### src/rtl/arm_pkg.sv
// Shared definitions for the ARM core front end: fetch FSM encoding and PC constants.
package arm_pkg;

    localparam logic [1:0] FC_RST_WAIT = 2'd0;
    localparam logic [1:0] FC_FETCH    = 2'd1;
    localparam logic [1:0] FC_HOLD     = 2'd2;
    localparam logic [1:0] FC_DRAIN    = 2'd3;

    localparam int unsigned DEF_PC_STEP  = 4;
    localparam logic [31:0] RESET_PC_VAL = 32'h0000_0000;

    typedef enum logic [1:0] {
        ST_RST_WAIT = FC_RST_WAIT,
        ST_FETCH    = FC_FETCH,
        ST_HOLD     = FC_HOLD,
        ST_DRAIN    = FC_DRAIN
    } fc_state_t;

endpackage

### src/rtl/fetch_perf_cnt.sv
// Saturating 32-bit event counter for fetch performance monitoring.
module fetch_perf_cnt (
    input  logic        clk,
    input  logic        reset,
    input  logic        inc,
    output logic [31:0] count
);

    always_ff @(posedge clk or negedge reset) begin
        if (!reset) begin
            count <= '0;
        end else if (inc && (count != 32'hFFFF_FFFF)) begin
            count <= count + 32'd1;
        end
    end

endmodule

### src/rtl/fetch_ctrl.sv
// Instruction-fetch sequencer: PC stepping, imem req/ack handshake, freeze hold, branch redirect.
// Optional cycle counters are enabled with FETCH_CTRL_PERF_EN.
//
// state     | meaning
// RST_WAIT  | first cycle after reset, no request issued
// FETCH     | request at i_PC outstanding
// HOLD      | instruction buffered while IF/ID is frozen
// DRAIN     | waiting out a request abandoned by a branch
module fetch_ctrl
    import arm_pkg::*;
#(
    parameter int unsigned DATA_WIDTH = 32,
    parameter int unsigned PC_STEP    = DEF_PC_STEP
) (
    input  logic                  clk,
    input  logic                  reset,
    input  logic [DATA_WIDTH-1:0] i_PC,
    input  logic                  i_Freeze,
    input  logic                  i_Branch_Taken,
    input  logic [DATA_WIDTH-1:0] i_Branch_Addr,
    input  logic                  i_Imem_Ack,
    input  logic [DATA_WIDTH-1:0] i_Imem_Data,
    output logic                  o_Imem_Req,
    output logic [DATA_WIDTH-1:0] o_Imem_Addr,
    output logic                  o_PC_Load,
    output logic [DATA_WIDTH-1:0] o_PC_Next,
    output logic                  o_IF_Valid,
    output logic [DATA_WIDTH-1:0] o_Instr,
`ifdef FETCH_CTRL_PERF_EN
    output logic [31:0]           o_Fetch_Count,
    output logic [31:0]           o_Stall_Count,
`endif
    output logic                  o_Flush
);

    fc_state_t             state, state_d;
    logic [DATA_WIDTH-1:0] hold_buf;
    logic [DATA_WIDTH-1:0] drain_addr;
    logic                  hold_we;
    logic                  drain_we;
    logic [DATA_WIDTH-1:0] pc_inc;

    assign pc_inc = i_PC + DATA_WIDTH'(PC_STEP);

    always_ff @(posedge clk or negedge reset) begin
        if (!reset) begin
            state      <= ST_RST_WAIT;
            hold_buf   <= '0;
            drain_addr <= DATA_WIDTH'(RESET_PC_VAL);
        end else begin
            state <= state_d;
            if (hold_we)  hold_buf   <= i_Imem_Data;
            if (drain_we) drain_addr <= i_PC;
        end
    end

    // Outputs are forced to 0 while reset is held, so a stray branch or ack cannot leak out.
    always_comb begin
        state_d     = state;
        o_Imem_Req  = 1'b0;
        o_Imem_Addr = '0;
        o_PC_Load   = 1'b0;
        o_PC_Next   = '0;
        o_IF_Valid  = 1'b0;
        o_Instr     = '0;
        o_Flush     = 1'b0;
        hold_we     = 1'b0;
        drain_we    = 1'b0;

        if (reset) begin
            case (state)
                ST_FETCH: begin
                    o_Imem_Req  = 1'b1;
                    o_Imem_Addr = i_PC;
                end
                ST_DRAIN: begin
                    o_Imem_Req  = 1'b1;
                    o_Imem_Addr = drain_addr;
                end
                default: ;
            endcase

            if (i_Branch_Taken) begin
                o_PC_Load = 1'b1;
                o_PC_Next = i_Branch_Addr;
                o_Flush   = 1'b1;
                if (state == ST_FETCH && !i_Imem_Ack) begin
                    drain_we = 1'b1;
                    state_d  = ST_DRAIN;
                end else if (state == ST_DRAIN) begin
                    state_d = ST_DRAIN;
                end else begin
                    state_d = ST_FETCH;
                end
            end else begin
                case (state)
                    ST_RST_WAIT: state_d = ST_FETCH;
                    ST_FETCH: begin
                        if (i_Imem_Ack) begin
                            if (i_Freeze) begin
                                hold_we = 1'b1;
                                state_d = ST_HOLD;
                            end else begin
                                o_IF_Valid = 1'b1;
                                o_Instr    = i_Imem_Data;
                                o_PC_Load  = 1'b1;
                                o_PC_Next  = pc_inc;
                            end
                        end
                    end
                    ST_HOLD: begin
                        if (!i_Freeze) begin
                            o_IF_Valid = 1'b1;
                            o_Instr    = hold_buf;
                            o_PC_Load  = 1'b1;
                            o_PC_Next  = pc_inc;
                            state_d    = ST_FETCH;
                        end
                    end
                    ST_DRAIN: begin
                        if (i_Imem_Ack) state_d = ST_FETCH;
                    end
                    default: state_d = ST_RST_WAIT;
                endcase
            end
        end
    end

`ifdef FETCH_CTRL_PERF_EN
    logic stall_cycle;

    assign stall_cycle = (state == ST_HOLD) ||
                         (((state == ST_FETCH) || (state == ST_DRAIN)) && !i_Imem_Ack);

    fetch_perf_cnt u_fetch_cnt (
        .clk   (clk),
        .reset (reset),
        .inc   (o_IF_Valid),
        .count (o_Fetch_Count)
    );

    fetch_perf_cnt u_stall_cnt (
        .clk   (clk),
        .reset (reset),
        .inc   (stall_cycle),
        .count (o_Stall_Count)
    );
`endif

endmodule
### config.mk
export PLATFORM = sky130hd
export DESIGN_NAME = fetch_ctrl
export DESIGN_NICKNAME = d
export VERILOG_FILES = /design/src/rtl/arm_pkg.sv /design/src/rtl/fetch_perf_cnt.sv /design/src/rtl/fetch_ctrl.sv
export SDC_FILE = /design/constraint.sdc
export NUM_CORES = 1
export LEC_CHECK = 0
export ABC_AREA = 0
export CORE_MARGIN = 4
export CORE_UTILIZATION = 40
export CTS_BUF_LIST = sky130_fd_sc_hd__clkbuf_2 sky130_fd_sc_hd__clkbuf_4 sky130_fd_sc_hd__clkbuf_8
export DETAILED_ROUTE_END_ITERATION = 10
export DONT_BUFFER_PORTS = 1
export PLACE_DENSITY = 0.66
export SLEW_MARGIN = 5
export SYNTH_ARGS = -nofsm -noshare
export SYNTH_HDL_FRONTEND = slang
export SYNTH_SLANG_ARGS = --single-unit
### constraint.sdc
create_clock -name clk -period 2 [get_ports clk]
set_input_delay 0.3 -clock clk [delete_from_list [all_inputs] [get_ports clk]]
set_output_delay 0.3 -clock clk [all_outputs]
set_load 0.005 [all_outputs]
; ---- Word-level counts from Yosys, hierarchy flattened
; Index checks and enable logic that the tools add are counted.
[op_classes]
eq_ne = 7
mux = 40
addsub = 1
reduce_logical = 5
[op_table]
columns = operator, count
row1 = 32-bit 2-to-1 mux, 10
row2 = 32-bit case mux with 2 select lines, 3
row3 = 32-bit by 3-bit adder with 32-bit output (second input constant), 1
row4 = 1-bit 2-to-1 mux, 18
row5 = 2-bit 2-to-1 mux, 7
row6 = 3-bit != test (second input constant), 4
row7 = 2-bit case mux with 4 select lines, 1
row8 = 5-bit AND reduction, 1
row9 = 2-bit == test (second input constant), 2
row10 = 2-bit by 1-bit == test with 1-bit output (second input constant), 1
row11 = 2-bit logical NOT, 1
row12 = 1-bit case mux with 2 select lines, 1
row13 = 2-bit OR reduction, 1
row14 = 1-bit logical AND, 1
row15 = 1-bit logical NOT, 1
[word_totals]
output_inout_bits = 100
wordCells = 56
regBits = 66
input_bits = 101

; ---- Logic depth before layout (Yosys ltp)
[depth]
depth_word = 6
mapped_depth = 9
depth_no_buf = 7

; ---- Worst setup path before layout
; No wires, ideal clock.
[synth_timing]
kind = register to output
startpoint = register state[1]
endpoint = output port o_PC_Next[0]
t_required_ns = 1.700
path_buffers = 2
stages_incl_launch_ff = 10
slack_ns = 0.073
t_arrival_ns = 1.627
path_cell_list = dfrtp_1 inv_1 ha_1 and3b_1 clkbuf_1 nor2_1 or2_2 buf_2 inv_2 a22o_1
[synth_between]
elab_chain_len = 4
word_cells_on_any_way = 5
classes_between = eq/ne (2) / mux (3)
[synth_rtl]
columns = element, line_no
row1 = start: declaration, fetch_ctrl.sv:36  ; fc_state_t state, state_d;
row2 = start signal: assignment, fetch_ctrl.sv:51  ; state <= state_d;
row3 = 2-bit == test / 2-bit by 1-bit == test with 1-bit output (equally long branches), fetch_ctrl.sv:96  ; case (state)
row4 = 32-bit case mux with 2 select lines (*), fetch_ctrl.sv:96
row5 = 32-bit 2-to-1 mux (*), fetch_ctrl.sv:83  ; if (i_Branch_Taken) begin
row6 = 32-bit 2-to-1 mux (*), fetch_ctrl.sv:70  ; if (reset) begin
row7 = end: declaration, fetch_ctrl.sv:26  ; output logic [DATA_WIDTH-1:0] o_PC_Next,
; Every way passes the cells marked *; elsewhere a longest branch is shown, timed or not.

; ---- Worst setup path after layout
[layout_timing]
startpoint = register state[1]
endpoint = output port o_PC_Next[30]
; The elaborated chain is that of the path after synthesis.

==> impl_metrics.tcl <==
set metrics [dict create \
    synth.area.top_cells "dfrtp_1 (37%), mux2_2 (13%), a22oi_1 (11%), nor2b_1 (4.8%), xor2_1 (3.7%)" \
    placed_area_mm2 0.00459 \
    final_area_mm2 0.00582 \
    p_leak_nw 2.19 \
    fmax_ghz 0.422 \
    cts_tree "done" \
    routed.top_layer "met4" \
    grt_overflow 0 \
    hpwl_um 8500 \
    layout-drive-gt1-share_pct 44.2 \
    combPwrFrac_pct 47.0 \
    crit_path_end_kind "primary output" \
    setup_slack_ns -0.372 \
    avgSynthCellArea_um2 9.56 \
    status "complete, but fails checks" \
    fin_nets 583 \
    netlist_area_mm2 0.00445 \
    failed_checks "setup timing" \
    rsz0062_at_grt "true" \
    fp.dieH_um 113 \
    reg2reg_from "state[0]$_DFFE_PN0P_" \
    critPathLaunch "state[1]$_DFFE_PN0P_" \
    syn-num-nets 570 \
    clk_latency_ns 0.34 \
    switching_power_mw 2.41 \
    async_reset_ff_share_pct 100 \
    io_buffers 0 \
    grtUsageTotal_pct 19.6 \
    fin_skew_ns 0.00539 \
    core_region_area_mm2 0.0108 \
    clkSinkCount 66 \
    grt_pass1_wl_um 19900 \
    worstHoldStart "i_Imem_Data[9]" \
    vdd_drop_max_mv 0.521 \
    synth_seq_cells 66 \
    relSlewSlack_pct 69.0 \
    worstSetupStartpointType "register" \
    clkPwrFrac_pct 16.9 \
    cts_buffers 9 \
    tightestPinTransition_ns 0.465 \
    num_antenna_cells 0 \
    vias 3823 \
    cts_root_buffer "clkbuf_8" \
    num_rows 38 \
    setup_violations 127 \
    synth.yosys.seq_area_share_pct 37.2 \
    gp_congestion 0.796 \
    min_period_ns 2.37 \
    initial_utilization_pct 41.0 \
    fp.dieW_um 113 \
    io_pins 201 \
    yosys.area.top_type "dfrtp_1" \
    ant_nets 0 \
    path_clk_slew_ns 0.07 \
    maxCapViolations 0 \
    grt_pass1_vias 3892 \
    grt_antenna_before_repair 0 \
    synth_most_common_cell "dfrtp_1" \
    internal_power_mw 4.27 \
    worst_ep_required_time_ns 1.70 \
    areaGrowthSynthToFinish_pct 31.0 \
    dr_wl_met2_um 7700 \
    power_frac_seq_pct 36.2 \
    cts_max_level 3 \
    arrival_ns 2.07 \
    hold_path.class "primary input to register" \
    p_per_area_mw_per_mm2 1150 \
    crit_type "register to primary output" \
    synthDominantCellAreaShare_pct 37.2 \
    wl_met1_um 5190 \
    synth_enable_flop_cells 0 \
    clock_path_buffers 2 \
    wl_met3_um 1300 \
    synth_flop_cell "dfrtp_1" \
    finalCritPeriodShare_pct 119 \
    finalMaxSlewViolations 0 \
    dieArea_mm2 0.0129 \
    yosysWarnings 0 \
    viasPerCell 6.15 \
    whs_ns 0.0875 \
    worstPathMaxFanout 8 \
    wl_per_cell_um 23.4 \
    drc 0 \
    hold_viol 0 \
    grt_max_degree 67 \
    dr.first_iter.drc_count 214 \
    synth_common_cells "dfrtp_1 (66), a22oi_1 (64), mux2_2 (52)" \
    p_sw_share_pct 36.1 \
    wl_um 14500 \
    synthCells 465 \
    first_pass_iters 5 \
    ys_types 41 \
]
[logic make-up after synthesis]
logic type / Yosys count / synth area share, %
AO/OA/AOI/OAI: 105 / 16.7
buffers and inverters: 44 / 4.14
adder cells (fa/ha/maj): 4 / 1.13
multiplexers: 63 / 16.0
AND/OR/NAND/NOR: 155 / 19.4
flip-flops: 66 / 37.2
XOR/XNOR: 28 / 5.52
[repair_timing]
action                                  CTS  global route
resized for setup                        49            97
hold buffers                              2             0
pin swaps                                25            17
buffers inserted                          7            13
cloned                                    5             5
endpoints found under the hold margin    66             0
endpoints found under the setup margin   98            99
[critical path, stage by stage, from the launching register on]
cell	delay, ns
dfrtp_2	0.44
inv_2	0.10
ha_4	0.14
and3b_2	0.23
nor2_2	0.06
or2_4	0.27
buf_12	0.15
buf_16	0.15
o21ai_2	0.18
[per-stage QoR]
| stage | worst slack [ns] | std cells | util (%) | power (mW) | TNS, ns |
|---|---|---|---|---|---|
| 2_1_floorplan | 0.0726 | 465 | - | 3.93 | 0 |
| 3_3_place_gp | 0.0435 | 579 | 42.4 | 4.30 | 0 |
| 3_5_place_dp | 0.0365 | 579 | 42.4 | 4.44 | 0 |
| 4_1_cts | -0.280 | 606 | 48.3 | 6.13 | -17.74 |
| 5_1_grt | -0.438 | 622 | 53.7 | 7.08 | -26.29 |
| 6_report | -0.372 | 622 | 53.7 | 6.67 | -16.70 |
[layout make-up]
class	count	area, µm²
Fill cell	925	5020
Timing Repair Buffer	41	649
Sequential cell	66	1650
Inverter	5	31.3
Clock inverter	3	40.0
Clock buffer	12	153
Tap cell	140	175
Multi-Input combinational cell	355	3120
[cells in the final DEF, fill, tap and decap left out, types with 3 or more instances in the layout]
cell and instances:
a22oi_1 29, nor2_1 20, mux2_1 11, inv_1 3
nand3_1 11, nor2_2 17, buf_4 13, nand2_1 37
xor2_1 19, buf_16 6, buf_8 3, xnor2_1 9
nor2b_1 29, a22oi_2 35, and3_1 5, dfrtp_1 65
o21ai_0 3, nand4_1 10, a22o_1 4, mux2_2 52
and2_1 3, buf_12 10, o21ai_4 22, o21ai_2 7
buf_6 5, clkbuf_8 10, nor2b_2 4, clkbuf_16 3
[per-layer routing]
layer / vias to the layer above / GRT usage [%]
met3: 24 / 6.53
met5: - / 0
met4: 0 / 9.38
met2: 200 / 34.6
li1: 1698 / -
met1: 1901 / 21.1
[sequential cells by signal, indices dropped and copies added (netlist names)]
signal      cells
drain_addr     32
state           2
hold_buf       32
[power by group through the flow]
stage	Sequential [mW]	Clock, mW	Combinational (mW)
2_1_floorplan	2.25	0	1.68
3_3_place_gp	2.30	0	2.00
3_5_place_dp	2.35	0	2.09
4_1_cts	2.33	1.18	2.62
5_1_grt	2.49	1.23	3.36
6_report	2.41	1.13	3.13
[final timing paths]
kind | endpoint | slack (ns) | depth (start not counted)
worst max-delay path | o_PC_Next[30] | -0.37 | 8
worst min-delay path | hold_buf[9]$_DFFE_PN0P_ | 0.09 | 1
worst max register to register | hold_buf[7]$_DFFE_PN0P_ | -0.08 | 9
worst min register to register | drain_addr[3]$_DFFE_PN0P_ | 0.50 | 1
max in group asynchronous | state[1]$_DFFE_PN0P_ | 1.20 | 2
min in group asynchronous | drain_addr[8]$_DFFE_PN0P_ | 0.51 | 2
Note: power is estimated with default switching activity, not from simulation.
